[config.mk]
export PLATFORM = sky130hd
export DESIGN_NAME = regfile_sb
export DESIGN_NICKNAME = d
export VERILOG_FILES = /design/src/rtl/regfile_pkg.sv /design/src/rtl/regfile_scoreboard.sv /design/src/rtl/regfile_sb.sv
export SDC_FILE = /design/constraint.sdc
export NUM_CORES = 2
export LEC_CHECK = 0
export CAP_MARGIN = 0
export CORE_MARGIN = 4
export CORE_UTILIZATION = 60
export CTS_BUF_LIST = sky130_fd_sc_hd__clkbuf_2
export DETAILED_ROUTE_END_ITERATION = 12
export PLACE_DENSITY = 0.81
export REMOVE_ABC_BUFFERS = 1
export SLEW_MARGIN = 20
export SYNTH_ARGS = -nofsm -noshare
export SYNTH_HDL_FRONTEND = slang
export SYNTH_SLANG_ARGS = --single-unit
export TNS_END_PERCENT = 10
[constraint.sdc]
create_clock -name clk -period 84.1 [get_ports clk]
set_input_delay 16.82 -clock clk [delete_from_list [all_inputs] [get_ports clk]]
set_output_delay 16.82 -clock clk [all_outputs]
set_load 0.005 [all_outputs]
[src/rtl/regfile_pkg.sv]
// rtl/regfile_pkg.sv - shared widths, types and register indices for the integer register file
//
// Purpose: default widths, register index/data types and the architectural
//          register numbers that the register file and its users refer to.
// Ports:   none (package).

package regfile_pkg;

    localparam int DEFAULT_ADDRESS_WIDTH = 5;
    localparam int DEFAULT_DATA_WIDTH    = 32;

    typedef logic [DEFAULT_ADDRESS_WIDTH-1:0] reg_addr_t;
    typedef logic [DEFAULT_DATA_WIDTH-1:0]    reg_data_t;

    // x0 is hardwired to zero; a0 is the ABI return/argument register
    localparam int REG_ZERO = 0;
    localparam int REG_A0   = 10;

endpackage

[src/rtl/regfile_scoreboard.sv]
// rtl/regfile_scoreboard.sv - pending-write scoreboard with claim/release and issue readiness
//
// Purpose: one pending bit per architectural register. Decode claims a
//          destination at issue and writeback releases it. A claim and a
//          release of the same register on the same edge leaves it pending,
//          because the new producer now owns it.
// Ports:
//   clk        clock
//   rst        asynchronous active-high reset, clears every pending bit
//   iss_valid  decode wants to claim iss_rd
//   iss_rd     destination being claimed
//   rel_valid  writeback is releasing rel_rd this cycle (already excludes x0)
//   rel_rd     register being released
//   pending    current pending bit-vector, bit 0 is always 0
//   iss_ready  claim of iss_rd can be accepted this cycle

module regfile_scoreboard
    import regfile_pkg::*;
#(
    parameter int ADDRESS_WIDTH = DEFAULT_ADDRESS_WIDTH
) (
    input  logic                        clk,
    input  logic                        rst,
    input  logic                        iss_valid,
    input  logic [ADDRESS_WIDTH-1:0]    iss_rd,
    input  logic                        rel_valid,
    input  logic [ADDRESS_WIDTH-1:0]    rel_rd,
    output logic [2**ADDRESS_WIDTH-1:0] pending,
    output logic                        iss_ready
);

    localparam int DEPTH = 2**ADDRESS_WIDTH;

    logic [DEPTH-1:0] pending_q;
    logic [DEPTH-1:0] pending_d;
    logic             iss_is_zero;
    logic             claim;

    assign iss_is_zero = (iss_rd == ADDRESS_WIDTH'(REG_ZERO));

    // A still-pending destination may be reclaimed only when it is being
    // released on this very edge.
    assign iss_ready = ~pending_q[iss_rd] | iss_is_zero |
                       (rel_valid & (rel_rd == iss_rd));

    assign claim = iss_valid & iss_ready & ~iss_is_zero;

    // Clear first, then set: set wins for a simultaneous claim and release.
    always_comb begin
        pending_d = pending_q;
        if (rel_valid) begin
            pending_d[rel_rd] = 1'b0;
        end
        if (claim) begin
            pending_d[iss_rd] = 1'b1;
        end
        pending_d[REG_ZERO] = 1'b0;
    end

    always_ff @(posedge clk or posedge rst) begin
        if (rst) begin
            pending_q <= '0;
        end else begin
            pending_q <= pending_d;
        end
    end

    assign pending = pending_q;

endmodule

[src/rtl/regfile_sb.sv]
// rtl/regfile_sb.sv - integer register file with pending-write scoreboard and a0 debug tap
//
// Purpose: NUM_READ combinational read ports, one synchronous write port,
//          x0 hardwired to zero, per-register pending-write scoreboard and a
//          debug mirror of register DBG_REG.
// Build option: define REGFILE_BYPASS_EN for write-through forwarding of the
//          write port onto matching read ports (data and busy) in the same
//          cycle. Without it, reads show stored state only.
// Ports:
//   clk        clock
//   rst        asynchronous active-high reset
//   ad_rd      packed read addresses, port i at [i*ADDRESS_WIDTH +: ADDRESS_WIDTH]
//   rd_data    packed read data, port i at [i*DATA_WIDTH +: DATA_WIDTH]
//   rd_busy    port i source register has a pending write
//   we3        write enable
//   ad3        write address (also the scoreboard release index)
//   wd3        write data
//   iss_valid  decode requests to claim iss_rd
//   iss_rd     destination being claimed
//   iss_ready  claim can be accepted this cycle
//   a0         stored contents of register DBG_REG (never bypassed)

module regfile_sb
    import regfile_pkg::*;
#(
    parameter int ADDRESS_WIDTH = DEFAULT_ADDRESS_WIDTH,
    parameter int DATA_WIDTH    = DEFAULT_DATA_WIDTH,
    parameter int NUM_READ      = 2,
    parameter int DBG_REG       = REG_A0
) (
    input  logic                               clk,
    input  logic                               rst,
    input  logic [NUM_READ*ADDRESS_WIDTH-1:0]  ad_rd,
    output logic [NUM_READ*DATA_WIDTH-1:0]     rd_data,
    output logic [NUM_READ-1:0]                rd_busy,
    input  logic                               we3,
    input  logic [ADDRESS_WIDTH-1:0]           ad3,
    input  logic [DATA_WIDTH-1:0]              wd3,
    input  logic                               iss_valid,
    input  logic [ADDRESS_WIDTH-1:0]           iss_rd,
    output logic                               iss_ready,
    output logic [DATA_WIDTH-1:0]              a0
);

    localparam int                     DEPTH   = 2**ADDRESS_WIDTH;
    localparam logic [ADDRESS_WIDTH-1:0] DBG_IDX = ADDRESS_WIDTH'(DBG_REG);

    logic [DATA_WIDTH-1:0] mem [DEPTH];
    logic [DEPTH-1:0]      pending;
    logic                  wr_en;

    // Writes to x0 are dropped, so they neither store nor release anything.
    assign wr_en = we3 & (ad3 != ADDRESS_WIDTH'(REG_ZERO));

    always_ff @(posedge clk or posedge rst) begin
        if (rst) begin
            for (int r = 0; r < DEPTH; r++) begin
                mem[r] <= '0;
            end
        end else if (wr_en) begin
            mem[ad3] <= wd3;
        end
    end

    regfile_scoreboard #(
        .ADDRESS_WIDTH (ADDRESS_WIDTH)
    ) u_scoreboard (
        .clk       (clk),
        .rst       (rst),
        .iss_valid (iss_valid),
        .iss_rd    (iss_rd),
        .rel_valid (wr_en),
        .rel_rd    (ad3),
        .pending   (pending),
        .iss_ready (iss_ready)
    );

    for (genvar i = 0; i < NUM_READ; i++) begin : g_rd
        logic [ADDRESS_WIDTH-1:0] addr;
        logic                     is_zero;

        assign addr    = ad_rd[i*ADDRESS_WIDTH +: ADDRESS_WIDTH];
        assign is_zero = (addr == ADDRESS_WIDTH'(REG_ZERO));

`ifdef REGFILE_BYPASS_EN
        // wr_en already excludes x0, so a hit never targets the zero register.
        logic hit;
        assign hit = wr_en & (ad3 == addr);

        assign rd_data[i*DATA_WIDTH +: DATA_WIDTH] = is_zero ? '0 :
                                                     hit     ? wd3 : mem[addr];
        assign rd_busy[i] = ~is_zero & ~hit & pending[addr];
`else
        assign rd_data[i*DATA_WIDTH +: DATA_WIDTH] = is_zero ? '0 : mem[addr];
        assign rd_busy[i] = ~is_zero & pending[addr];
`endif
    end

    assign a0 = mem[DBG_IDX];

endmodule

Word-level counts from Yosys, hierarchy flattened
Cells that the tools add are included.
{"block": "classes", "n_reduce_logical": 7, "order_cmp": 10, "muxes": 23, "bitwise": 18, "n_eq_ne": 1}
{"op": "$bwmux 1024", "n": 1}
{"op": "$bmux 32 s5", "n": 2}
{"op": "$mux 32", "n": 9}
{"op": "$demux 32 s5", "n": 1}
{"op": "$and 32x32->32", "n": 1}
{"op": "$not 32->32", "n": 1}
{"op": "$or 32x32->32", "n": 1}
{"op": "$lt 5x6->1 const B", "n": 4}
{"op": "$ge 6x6->1 const B", "n": 3}
{"op": "$not 5->6", "n": 3}
{"op": "$bmux 1 s5", "n": 3}
{"op": "$logic_not 5->1", "n": 3}
{"op": "$demux 1 s5", "n": 2}
{"op": "$ge 5x1->1 const B", "n": 2}
{"op": "$and 1x1->1", "n": 6}
{"op": "$lt 6x1->1 const B", "n": 1}
{"op": "$eq 5x5->1", "n": 1}
{"op": "$mux 1", "n": 5}
{"op": "$reduce_bool 5->1", "n": 1}
{"op": "$not 1->1", "n": 4}
{"op": "$logic_and 1x1->1", "n": 3}
{"op": "$or 1x1->1", "n": 2}
{"block": "totals", "reg_bits": 1055, "elab_cells": 92, "inputBits": 56, "out_inout_bits": 99}

Logic depth before layout (Yosys ltp)
{"block": "depth", "word_depth": 9, "mapped_depth": 10, "depth_no_buf": 6}

Modules after synthesis
A second synthesis with hierarchy kept.
{"block": "unflattened", "hier_cells": 3951, "hier_area_um2": 56878.3}
{"module": "regfile_sb", "cells_each": 3772, "seq_area_each_um2": 25624.6, "area_per_inst_um2": 55137.9, "instances": 1}
{"module": "regfile_scoreboard", "cells_each": 179, "seq_area_each_um2": 775.7, "area_per_inst_um2": 1740.4, "instances": 1}

Least setup slack after synthesis
OpenSTA, ideal clock, no wires.
{"block": "synth_timing", "kind": "in2out", "start": "in ad_rd[6]", "end": "out rd_busy[1]", "cell_stages": 6, "required_ns": 67.280, "path_buffers": 3, "slack_ns": 48.711, "arrival_ns": 18.569, "path_cell_list": "clkbuf_1 -> buf_2 -> buf_1 -> mux4_2 -> mux4_2 -> mux2_2"}
{"block": "synth_between", "elab_chain_cells": 3, "elab_cells_between_ends": 5, "classes_between": "mux: 2; bitwise: 2; reduce/logical: 1"}
{"item": "start, declared", "line": "regfile_sb.sv:33", "source": "input logic [NUM_READ*ADDRESS_WIDTH-1:0] ad_rd,"}
{"item": "$bmux 1 s5 / $logic_not 5->1 (equally long branches)", "line": "regfile_sb.sv:95, regfile_sb.sv:83"}
{"item": "$mux 1 (implied by the code) / $not 1->1 (equally long branches)", "line": "regfile_sb.sv:95", "source": "assign rd_busy[i] = ~is_zero & pending[addr];"}
{"item": "$and 1x1->1 (*)", "line": "regfile_sb.sv:95"}
{"item": "end, declared", "line": "regfile_sb.sv:35", "source": "output logic [NUM_READ-1:0] rd_busy,"}
Every way passes the cells marked *; elsewhere a longest branch is shown, timed or not. The select of a mux whose other input is x is not followed.

Worst setup path in the final report
{"block": "layout_timing", "start": "in ad_rd[0]", "end": "out rd_data[19]"}
{"block": "layout_between", "elab_chain_cells": 5, "elab_cells_between_ends": 6, "classes_between": "mux: 4; bitwise: 1; reduce/logical: 1"}
{"item": "$not 5->6 (implied by the code)", "line": "regfile_sb.sv:94", "source": "assign rd_data[i*DATA_WIDTH +: DATA_WIDTH] = is_zero ? '0 : mem[addr];"}
{"item": "$bmux 32 s5", "line": "regfile_sb.sv:94"}
{"item": "$mux 32 (implied by the code) (2 in a row)", "line": "regfile_sb.sv:94"}
{"item": "$mux 32 (*)", "line": "regfile_sb.sv:94"}
{"item": "end, declared", "line": "regfile_sb.sv:34", "source": "output logic [NUM_READ*DATA_WIDTH-1:0] rd_data,"}
Marks and branches as above.

==> results.md <==
Global routing:
- The global routing met1 resource utilization is 0.4399.
- The maximum number of pins on one net before global-route repair is 178.
- The aggregate global routing overflow is 0.
- The initial antenna violation count is 3.
- After global routing, the most crowded layer is met2.
- The met2 capacity usage during global routing is 0.4779.
- In the global route stage, overall resource usage came out at 0.3105.
- The first global-routing pass estimated 230900 um of wire.
- The via count of the first global-routing pass is 37261.
- The met3 usage is 0.07950.

Placement:
- Routability-driven placement finished with a final weighted congestion of 0.8060.
- After legalization and detailed placement, the total HPWL measured 83510 um.
- The number of buffers added on ports is 154.

STA:
- Setup repair after global routing left no endpoint under its margin.
- The achievable frequency is 0.02637 GHz.
- The tightest hold path in the finished design has a slack of 0.4002 ns.
- The normalized max-slew margin is 0.2376.
- The clock skew is 0.03304 ns.
- Setup violations remaining at the end of the flow were counted as 0.
- For the final routed database, the setup TNS stands at 0 ns.
- The final count of hold timing violations was 0.
- The final critical delay including setup and external delays is 37.93 ns.
- For the pin with the worst max-slew slack, the measured transition is 1.140 ns.
- In the finished design, the share of the clock period the worst path needs comes to 0.4510.
- The count of final max-slew check failures is 0.

Setup path:
- The critical path contains buffers and inverters numbering 4 combined.
- On the critical path, the stage with the largest delay is an instance of buf_4.
- For the worst setup path, the data required time is 67.28 ns.
- The worst setup path is launched from an input port.
- Walking the worst path, the cells encountered are buf_8, buf_12, buf_4, mux4_2, mux2i_1, a21oi_1, o21ai_0, o21ai_0, clkdlybuf4s50_1.
- The stage delay of the slowest cell on the critical path is 0.83 ns.
- The worst setup path category is input port to output port.
- At the worst endpoint, the arrival time is 21.11 ns.
- The library cell appearing most often on the critical path is o21ai_0.
- The flop-to-flop setup slack is 81.78 ns.
- Grouping stages by cell kind, the critical path spends the most delay in buffers and inverters.
- The endpoint type of the worst setup path is an output port.
- Of all nets on the critical path, the largest fanout is 105.

Floorplanning:
- The core region is 0.09361 mm^2.
- The number of top-level pins is 155.
- The total number of placement rows is 112.
- The area of the die is 0.09958 mm^2.
- The floorplan die height is 315.6 um.
- For this configuration, the core starts out at a cell density of 0.6063.
- Measured along the x axis, the die boundary spans 315.6 um.

Clock network:
- The number of setup buffers added after CTS is 0.
- The buffer levels on the longest clock path is 4.
- The root buffer cell is clkbuf_2.
- The maximum level of the CTS H-tree is 5.
- The TritonCTS clock tree is yes.
- After clock tree synthesis, the clock-pin slew on the worst setup and hold paths is 0.09 ns.
- Clock tree synthesis found a total of 1055 sinks.
- The later pin in the worst-skew pair is clocked with a latency of 1.46 ns.
- Buffers inserted during clock tree synthesis total 287.
- The total of cells resized after clock tree synthesis is 0.
- The number of buffers inserted by hold repair at cts is 0.

Min path:
- In this run the worst hold path is classified as register to register.

Layout:
- The count of fill cells added during filler insertion is 6762.
- The fraction of layout cells with a size suffix above 1 is 0.5494.
- In the final layout, flip-flops and latches occupy 0.02640 mm^2.
- The final layout contains 3775 nets.
- Compared with the post-synthesis result, the final layout area differs by 7.046%.
- The total area of multi-input combinational cells is 0.02803 mm^2.

Job:
- The tool flagged a number of max-cap violations equal to 0.

Synthesis:
- The number of warnings printed during yosys synthesis is 0.
- The cell area after synthesis is 0.05675 mm^2.
- The number of flops mapped to enable cells by yosys is 0.
- Averaged over all synthesized cells, the footprint is 15.54 um^2.
- The most instantiated flip-flop cell in the synthesis netlist is dfrtp_1.
- Synthesis produced 3652 cells.
- The number of distinct library cells after synthesis is 45.
- After synthesis, the share of flip-flops with an asynchronous set or reset is 1.000.
- The flop and latch count out of synthesis is 1055.
- Of the synthesized area, sequential elements account for 0.4652.

Detailed routing:
- The post-route DRC violation count is 0.
- Once detail routing completed, the nets flagged for antenna violations numbered 0.
- The number of detailed-route iterations in the first pass is 5.
- The average vias per placed instance is 6.845.
- After the first detailed-routing iteration, the DRC count stood at 3444.
- The number of vias in the routed layout is 35209.
- Dividing the detail-routed wire length by the instance count gives 29.28 um.
- The detailed-route wire length is 150600 um.

Power and ir drop:
- The static power due to leakage is 0.02643 uW.
- The power per cell area is 22.00 mW/mm^2.
- The maximum resistive drop on vdd is 0.01438 mV.

Run status:
- The run finished with clean final reports.
[path summary, 6_finish.rpt]
kind	start	endpoint	cells after the start
max	ad_rd[0]	rd_data[19]	9
min	mem[1000]$_DFFE_PP0P_	mem[1000]$_DFFE_PP0P_	0
max reg2reg	u_scoreboard.pending[11]$_DFF_PP0_	u_scoreboard.pending[10]$_DFF_PP0_	5
min reg2reg	mem[1000]$_DFFE_PP0P_	mem[1000]$_DFFE_PP0P_	0
max in group asynchronous	rst	mem[428]$_DFFE_PP0P_	5
min in group asynchronous	rst	mem[184]$_DFFE_PP0P_	2
[cells in the final DEF (no fill, tap or decap), drive strengths merged, types with 3 or more instances in the layout]
cell,instances
o22ai,27
a21oi,61
nor3b,6
o21ai,93
nand2,97
xor2,4
buf,88
nor2,31
nor3,8
clkdlybuf4s50,138
bufinv,3
dfrtp,1055
clkinv,56
mux4,606
mux2,1005
nand2b,4
clkbuf,394
a32o,17
a21o,14
inv,73
mux2i,83
[worst reg2reg max path, stage by stage, from the launching register on]
cell,delay (ns)
dfrtp_1,0.42
mux4_2,0.48
nand2_1,0.11
o2111ai_2,0.26
o21ai_2,0.69
a32o_1,0.30
[flip-flops by register name (all words and copies together) (netlist names)]
name                  count
u_scoreboard.pending     31
mem                     992
a0                       32
[stage by stage]
step / util / instances / power [uW] / cell area [um^2] / worst slack (ns)
final: 0.6490 / 5144 / 1337 / 60750 / 46.17
after global routing: 0.6490 / 5144 / 1406 / 60750 / 45.84
after CTS: 0.6486 / 5140 / 1344 / 60720 / 46.10
after detailed placement: 0.6239 / 4682 / 999.8 / 58410 / 46.11
after global placement: 0.6239 / 4682 / 982.9 / 58410 / 46.16
after floorplan: - / 3204 / 888.4 / 54520 / 37.58
[cells by family after synthesis]
group / Yosys count / share of synthesized area
compound gates: 220 / 0.02284
buf+inv: 516 / 0.04394
flops: 1055 / 0.4652
mux: 1694 / 0.4545
simple gates: 162 / 0.01276
xor+xnor: 5 / 0.0007716
[layer usage]
layer  vias to the layer above  part of all wire
li1                      14262                 -
met1                     18888              0.40
met2                      1737              0.47
met3                       322             0.097
met4                         0             0.031
met5                         -                 0
[final cells by class]
cell class	count	share of cell area
tap	1254	0.02583
clock buffer	394	0.03246
timing repair buffer	226	0.03577
multi-input combinational	2081	0.4614
clock inverter	64	0.005561
sequential	1055	0.4345
inverter	68	0.004325
antenna	2	0.00008238
[synth_stat cells (38+ instances only)]
cell / instances / area [um^2]
buf_1: 76 / 285.3
mux2i_1: 83 / 830.8
o21ai_1: 54 / 270.3
inv_1: 68 / 255.2
mux4_2: 606 / 13650
clkbuf_1: 201 / 754.5
mux2_2: 986 / 11100
a21oi_1: 61 / 305.3
nand2_1: 97 / 364.1
dfrtp_1: 1055 / 26400
o21ai_0: 38 / 190.2
buf_4: 68 / 510.5
buf_2: 76 / 380.4
[report_power, final]
group / switching, uW / internal (uW)
sequential: 72.2 / 604
clock: 211 / 134
combinational: 113 / 203
total: 396 / 941
(Power assumes the default switching activity.)
